**config.mk**
```make
export PLATFORM = sky130hd
export DESIGN_NAME = halloween_effect_exec
export DESIGN_NICKNAME = d
export VERILOG_FILES = /design/src/rtl/halloween_effect_exec.sv
export SDC_FILE = /design/constraint.sdc
export NUM_CORES = 1
export LEC_CHECK = 0
export BUFFER_PORTS_ARGS = -buffer_cell sky130_fd_sc_hd__buf_2
export CAP_MARGIN = 5
export CORE_UTILIZATION = 46
export DETAILED_ROUTE_END_ITERATION = 8
export PLACE_DENSITY_LB_ADDON = 0.15
export SLEW_MARGIN = 20
export SYNTH_ARGS = -nofsm -noshare
export SYNTH_HDL_FRONTEND = slang
export SYNTH_SLANG_ARGS = --single-unit
```
**constraint.sdc**
```tcl
create_clock -name clk -period 2 [get_ports clk]
set_clock_uncertainty 0.15 [all_clocks]
set_input_delay 0.1 -clock clk [delete_from_list [all_inputs] [get_ports clk]]
set_output_delay 0.1 -clock clk [all_outputs]
set_load 0.02 [all_outputs]
```
**src/rtl/halloween_effect_exec.sv**
```systemverilog
// Opcode executor for the decoration controller: owns power state, lamp colour,
// timed sound/movement/fog effects and the sequencer back-pressure handshake.
//
// state   | meaning
// S_OFF   | unpowered; only ON is accepted, everything else is discarded
// S_IDLE  | powered, ready for the next opcode
// S_SOUND | sound playing, timer running, upstream stalled
// S_MOVE  | hand-wave or jaw actuator running, upstream stalled
// S_FOG   | fog machine running, upstream stalled
module halloween_effect_exec #(
  parameter int unsigned SOUND_CYCLES = 8,
  parameter int unsigned MOVE_CYCLES  = 4,
  parameter int unsigned FOG_CYCLES   = 12
) (
  input  logic       clk,
  input  logic       rst,
  input  logic       op_valid,
  input  logic [3:0] op,
  output logic       op_ready,
  output logic       sys_on,
  output logic [1:0] color,
  output logic       sound_active,
  output logic [1:0] sound_id,
  output logic       wave_hands,
  output logic       move_jaw,
  output logic       fog_on,
  output logic       eff_done,
  output logic [7:0] err_cnt
);

  typedef enum logic [2:0] {S_OFF, S_IDLE, S_SOUND, S_MOVE, S_FOG} state_t;

  localparam logic [7:0] SOUND_LD = 8'(SOUND_CYCLES - 1);
  localparam logic [7:0] MOVE_LD  = 8'(MOVE_CYCLES - 1);
  localparam logic [7:0] FOG_LD   = 8'(FOG_CYCLES - 1);

  state_t     state_q, state_d;
  logic [7:0] timer_q, timer_d;
  logic [1:0] color_q, color_d;
  logic [1:0] sel_q, sel_d;
  logic [7:0] err_q, err_d;
  logic       done_q, done_d;
  logic       accept, err_inc;

  always_ff @(posedge clk) begin
    if (!rst) begin
      state_q <= S_OFF;
      timer_q <= 8'd0;
      color_q <= 2'd0;
      sel_q   <= 2'd0;
      err_q   <= 8'd0;
      done_q  <= 1'b0;
    end else begin
      state_q <= state_d;
      timer_q <= timer_d;
      color_q <= color_d;
      sel_q   <= sel_d;
      err_q   <= err_d;
      done_q  <= done_d;
    end
  end

  assign op_ready = (state_q == S_OFF) || (state_q == S_IDLE);
  assign accept   = op_valid && op_ready;

  always_comb begin
    state_d = state_q;
    timer_d = timer_q;
    color_d = color_q;
    sel_d   = sel_q;
    err_d   = err_q;
    done_d  = 1'b0;
    err_inc = 1'b0;
    case (state_q)
      S_OFF: begin
        if (accept) begin
          if (op == 4'b0000) state_d = S_IDLE;
          else               err_inc = 1'b1;
        end
      end
      S_IDLE: begin
        if (accept) begin
          case (op)
            4'b0000: ;
            4'b0001: begin
              state_d = S_OFF;
              color_d = 2'd0;
            end
            4'b0100, 4'b0101, 4'b0110: color_d = op[1:0] + 2'd1;
            4'b1000, 4'b1001, 4'b1010: begin
              state_d = S_SOUND;
              sel_d   = op[1:0];
              timer_d = SOUND_LD;
            end
            4'b1100, 4'b1101: begin
              state_d = S_MOVE;
              sel_d   = op[1:0];
              timer_d = MOVE_LD;
            end
            4'b1110: begin
              state_d = S_FOG;
              timer_d = FOG_LD;
            end
            default: err_inc = 1'b1;
          endcase
        end
      end
      S_SOUND, S_MOVE, S_FOG: begin
        // timer reaching zero marks the last active cycle of the effect
        if (timer_q == 8'd0) begin
          state_d = S_IDLE;
          done_d  = 1'b1;
        end else begin
          timer_d = timer_q - 8'd1;
        end
      end
      default: state_d = S_OFF;
    endcase
    if (err_inc && (err_q != 8'hFF)) err_d = err_q + 8'd1;
  end

  // sel_q doubles as the sound id and the actuator select (00 wave, 01 jaw)
  assign sys_on       = (state_q != S_OFF);
  assign color        = color_q;
  assign sound_active = (state_q == S_SOUND);
  assign sound_id     = (state_q == S_SOUND) ? sel_q : 2'd0;
  assign wave_hands   = (state_q == S_MOVE) && !sel_q[0];
  assign move_jaw     = (state_q == S_MOVE) && sel_q[0];
  assign fog_on       = (state_q == S_FOG);
  assign eff_done     = done_q;
  assign err_cnt      = err_q;

endmodule

```
* Yosys cells after proc, flatten, opt, wreduce, memory -nomap -nowiden
Cells that the tools add are included.
Storage, ports and cells: memories kept 0, memory bits (read-only) 0, output and inout port bits 19, register bits 24, bits in latches 0, bits of input ports 7, logic and storage cells 72, memory bits (writable) 0
Cells by class: order comparisons 0, shift-type cells 0, muxes and demuxes 18, divide/modulo/power cells 0, bitwise logic cells 0, equality and inequality tests 22, $add $sub $neg 3, reductions and logical operators 23, $mul 0
Operators with widths (number):
- 4-bit equality test (second input constant) | 6
- 8-bit case mux with 3 select lines | 1
- 8-bit 2-to-1 mux | 2
- 8-bit case mux with 2 select lines | 1
- 4-bit by 3-bit equality test with 1-bit output (second input constant) | 3
- 3-bit 2-to-1 mux | 4
- 3-bit case mux with 4 select lines | 1
- 11-bit OR reduction | 1
- 3-bit case mux with 3 select lines | 1
- 3-bit OR reduction | 3
- 8-bit by 1-bit adder with 8-bit output (second input constant) | 1
- 8-bit zero test | 1
- 2-bit != test (second input constant) | 4
- 8-bit != test (second input constant) | 1
- 8-bit by 1-bit subtractor with 8-bit output (second input constant) | 1
- 3-bit by 2-bit equality test with 1-bit output (second input constant) | 2
- 3-bit AND reduction | 2
- 1-bit 2-to-1 mux | 5
- 5-bit by 1-bit != test with 1-bit output (second input constant) | 1
- 5-bit AND reduction | 1
- 5-bit OR reduction | 1
- 4-bit by 1-bit equality test with 1-bit output (second input constant) | 1
- 1-bit logical AND | 4
- 4-bit zero test | 1
- 16 further kinds | 17

* Longest topological paths before layout
depth in word-level cells 6, gate-level depth with buffers 7

* Worst setup path before layout
No wires, ideal clock.
kind flip-flop to flip-flop, start point register err_q[0] (netlist: err_cnt[0]), end point register err_q[4] (netlist: err_cnt[4]), library setup time 0.071 ns, arrival 1.613 ns, slack 0.166 ns, clock period less this slack 1.834 ns, required time 1.779 ns, stages on the path, launching flop included 6, cell sequence dfxtp_1 > ha_1 > nand3_1 > o2111ai_2 > or4_1 > a21oi_1
Between the ends: word-level cells in the longest chain between the ends 2, elaborated cells between the ends (all ways) 3, classes of those cells add/sub: 1; eq/ne: 1; reduce/logical: 1
RTL lines:
- start: declaration | RTL line 41 | logic [7:0] err_q, err_d;
- start signal: assignment | RTL line 58 | err_q <= err_d;
- branches (longest 2 deep; another with 8-bit by 1-bit adder with 8-bit output)
Parallel ways; which one is timed is not known. A chain may end at the register's enable or synchronous reset.

* Worst setup path after layout
start point register timer_q[1], end point register timer_q[2]
Between the ends: word-level cells in the longest chain between the ends 3, elaborated cells between the ends (all ways) 6, classes of those cells add/sub: 1; eq/ne: 1; mux: 2; reduce/logical: 2
RTL lines:
- start: declaration | RTL line 38 | logic [7:0] timer_q, timer_d;
- start signal: assignment | RTL line 55 | timer_q <= timer_d;
- 8-bit by 1-bit subtractor with 8-bit output or 8-bit zero test (tied branches) | RTL line 114, 110
- 8-bit 2-to-1 mux or 2-bit != test (tied branches)
- 8-bit case mux with 2 select lines or 4-bit AND reduction (tied branches)
Parallel ways exist; a longest one is shown, timed or not. The select of a mux whose other input is x is not followed.

==> impl_results.rst <==
.. list-table::
   :header-rows: 1

   * - Metric
     - Value
   * - Count of flip-flops with a built-in enable after synthesis
     - 0
   * - Post-layout net count
     - around 220
   * - Final setup violation count
     - 0
   * - Top cells by area, synth
     - sky130_fd_sc_hd__dfxtp_1, sky130_fd_sc_hd__mux2i_1, sky130_fd_sc_hd__ha_1, sky130_fd_sc_hd__nand2b_1, sky130_fd_sc_hd__nand2_1
   * - Average footprint of a synthesized cell
     - approximately 8.6 µm²
   * - Ports
     - 26
   * - Number of buffers added by the clock tree synthesis step
     - 3
   * - Distinct cells, synth
     - 54
   * - Total nets after synthesis
     - 186
   * - Buffers on Ports
     - 25
   * - Reg clk slew, reported paths
     - 150 ps
   * - Max Slew Vio Count
     - 0
   * - Area Growth Syn to Fin
     - 18.0%
   * - Category of the critical setup timing path
     - reg -> reg
   * - CTS sink cnt
     - 24
   * - Instance count of the mapped netlist
     - 173
   * - Worst slack at placement
     - 19.2 ps
   * - Worst-margin pin slew
     - around 560 ps
   * - Number of vias in the routed layout
     - about 1400
   * - Maximum capacitance violations
     - 0
   * - Die outline area
     - roughly 0.0035 mm²
   * - Number of vias per cell after detailed routing
     - around 5.8
   * - Leakage dissipation
     - roughly 0.00075 µW
   * - Cell depth of the worst flop-to-flop path
     - 6
   * - Bufs on Longest Clock Path
     - 2
   * - Worst min-delay path startpoint
     - op[3]
   * - HPWL after detailed placement
     - between 2000 and 3000 µm
   * - Number of synthesized register bits
     - 24
   * - Period utilisation layout
     - 95.8%
   * - Top-area cell type share of the netlist area
     - 32.3%
   * - Type of element launching the critical path
     - flip-flop
   * - Effective utilization at floorplan
     - approximately half
   * - Arrival time at the worst endpoint
     - a little under 2000 ps
   * - Slew HR
     - roughly 63%
   * - Library cell with the highest instance count after synthesis
     - sky130_fd_sc_hd__dfxtp_1
   * - Number of iterations in the first detailed-routing pass
     - 4
   * - Run status
     - finished clean
   * - CTS root buffer
     - sky130_fd_sc_hd__clkbuf_4
   * - Most used flip-flop cell after synthesis
     - sky130_fd_sc_hd__dfxtp_1
   * - Library cell occupying the most area in the post-synthesis netlist
     - sky130_fd_sc_hd__dfxtp_1
   * - FP Rows
     - 20
   * - Drt first-iter violations
     - slightly below 70
   * - Top cells by count, synth
     - sky130_fd_sc_hd__dfxtp_1, sky130_fd_sc_hd__nand2_1, sky130_fd_sc_hd__nor2_1, sky130_fd_sc_hd__a21oi_1, sky130_fd_sc_hd__nand2b_1
   * - Die Span X
     - 58.9 µm
   * - Share of synthesized registers carrying an async set or reset
     - 0%
   * - H-tree depth reported by CTS
     - 1
   * - Power Density
     - around 550 mW/mm²
   * - Worst setup slack after layout
     - approximately 85 ps
   * - Top fanout value on the critical path
     - 8
   * - Y dimension of the die
     - slightly below 60 µm
   * - Worst hold path depth
     - 2
   * - Pin count of the biggest net entering global routing
     - 17
   * - Total gr overflow
     - 0
   * - Worst path required time
     - 2070 ps
   * - RSZ-0062 raised after global routing
     - false
   * - Core Util, Final
     - between 50 and 60%
   * - Fmax
     - 0.522 GHz
   * - Final GP Congestion
     - between 0.9 and 1
   * - Max VDD drop
     - 0.263 mV
   * - Share of layout cells above drive strength 1
     - between 20% and 30%
   * - Clock tree from TritonCTS
     - done
   * - Type of element capturing the critical path
     - flip-flop
   * - Via count of the first global-routing pass
     - about 1300
   * - DRC viols
     - 0
   * - Global-route wire length before repair
     - 5600 µm
   * - Startpoint of the worst-slack reg-to-reg timing path
     - timer_q[1]
   * - Worst hold margin
     - between 10 and 15 ps
   * - Start point of the critical path
     - timer_q[1]
   * - Setup tns final
     - 0 ps
   * - Clock Latency Late Sink
     - 330 ps
   * - Routed wire length per instance
     - 13.9 µm
   * - Post-layout min period
     - around 1900 ps
   * - Hold Violations, Final
     - 0
   * - DRT Wirelength
     - approximately 3400 µm
   * - Placeable core region
     - between 0.003 and 0.004 mm²
   * - Final ANT Viol Nets
     - 0
   * - Mapped cell area
     - between 0.001 and 0.0015 mm²
   * - YS warnings
     - 0
   * - Classification of the worst-slack hold path
     - in -> reg
   * - Total Routing Usage GR
     - between 20% and 30%
   * - Overall power consumption
     - approximately 960 µW
   * - Portion of the post-synthesis area used by sequential elements
     - between 30% and 40%
   * - Initial antenna violation count
     - 0
   * - Antenna diode count
     - 0
## power by group
part	internal [µW]	switching, µW
clock network	203	161
logic	43.6	63.6
registers	484	5.95
## flip-flops by register name, indices dropped and copies added, names as in the netlist
signal / count
eff_done: 1
color: 2
timer_q: 8
sel_q: 2
state_q: 3
err_cnt: 8
## cells in the final DEF, fill, tap and decap left out, types with 4 or more instances in the layout
cell / synthesis / routed
sky130_fd_sc_hd__buf_2: 1 / 25
sky130_fd_sc_hd__dfxtp_1: 24 / 23
sky130_fd_sc_hd__nand2_1: 15 / 15
sky130_fd_sc_hd__nor2_1: 12 / 12
sky130_fd_sc_hd__a21oi_1: 11 / 11
sky130_fd_sc_hd__nand2b_1: 10 / 10
sky130_fd_sc_hd__inv_1: 9 / 8
sky130_fd_sc_hd__nand3_1: 9 / 8
sky130_fd_sc_hd__mux2i_1: 8 / 8
sky130_fd_sc_hd__ha_1: 6 / 6
sky130_fd_sc_hd__or3_1: 4 / 4
sky130_fd_sc_hd__buf_4: 1 / 4
## critical path, stage by stage (launching register included)
cell                      delay (ps)
sky130_fd_sc_hd__dfxtp_1         350
sky130_fd_sc_hd__inv_1           100
sky130_fd_sc_hd__ha_1            160
sky130_fd_sc_hd__or4b_4          490
sky130_fd_sc_hd__o22ai_4         250
sky130_fd_sc_hd__and2_4          230
sky130_fd_sc_hd__o41ai_2          80
## final timing paths
check,slack (ps),end
setup reg to reg,80,timer_q[2]
setup / recovery,80,timer_q[2]
hold reg to reg,330,timer_q[6]
hold / removal,10,sel_q[1]
## layer usage
layer,routed length [µm],GRT usage (%)
met1,1650,28.5
met2,1630,33.9
met3,87,2.20
met4,64,9.52
met5,0,0
## layout make-up
cell class	count	area, µm²
Clock inverter	1	30.0
Sequential cell	24	482
Timing Repair Buffer	32	185
Multi-Input combinational cell	132	945
Clock buffer	3	22.5
Inverter	10	37.5
Tap cell	44	55.1
Fill cell	300	1300
## metrics by stage
| step | instance area, µm² | cells |
|---|---|---|
| after detailed placement | 1650 | 239 |
| after global routing | 1760 | 246 |
| final | 1760 | 246 |
| after global placement | 1650 | 239 |
| after CTS | 1740 | 246 |
| after floorplan | 1490 | 173 |
## kinds of logic after synthesis
logic type	count (synthesis)	share of synthesized area (%)
mux	8	5.38
simple gates	72	27.1
flops	24	32.3
compound gates	46	24.5
buf+inv	17	5.63
fa+ha+maj	6	5.04
## repair_timing
item,CTS,global route
buffers inserted,0,0
hold endpoints to repair,8,0
endpoints found under the setup margin,0,7
hold buffers,3,0
gates resized for setup,0,5
No activity file was read; power rests on OpenSTA's default activity.
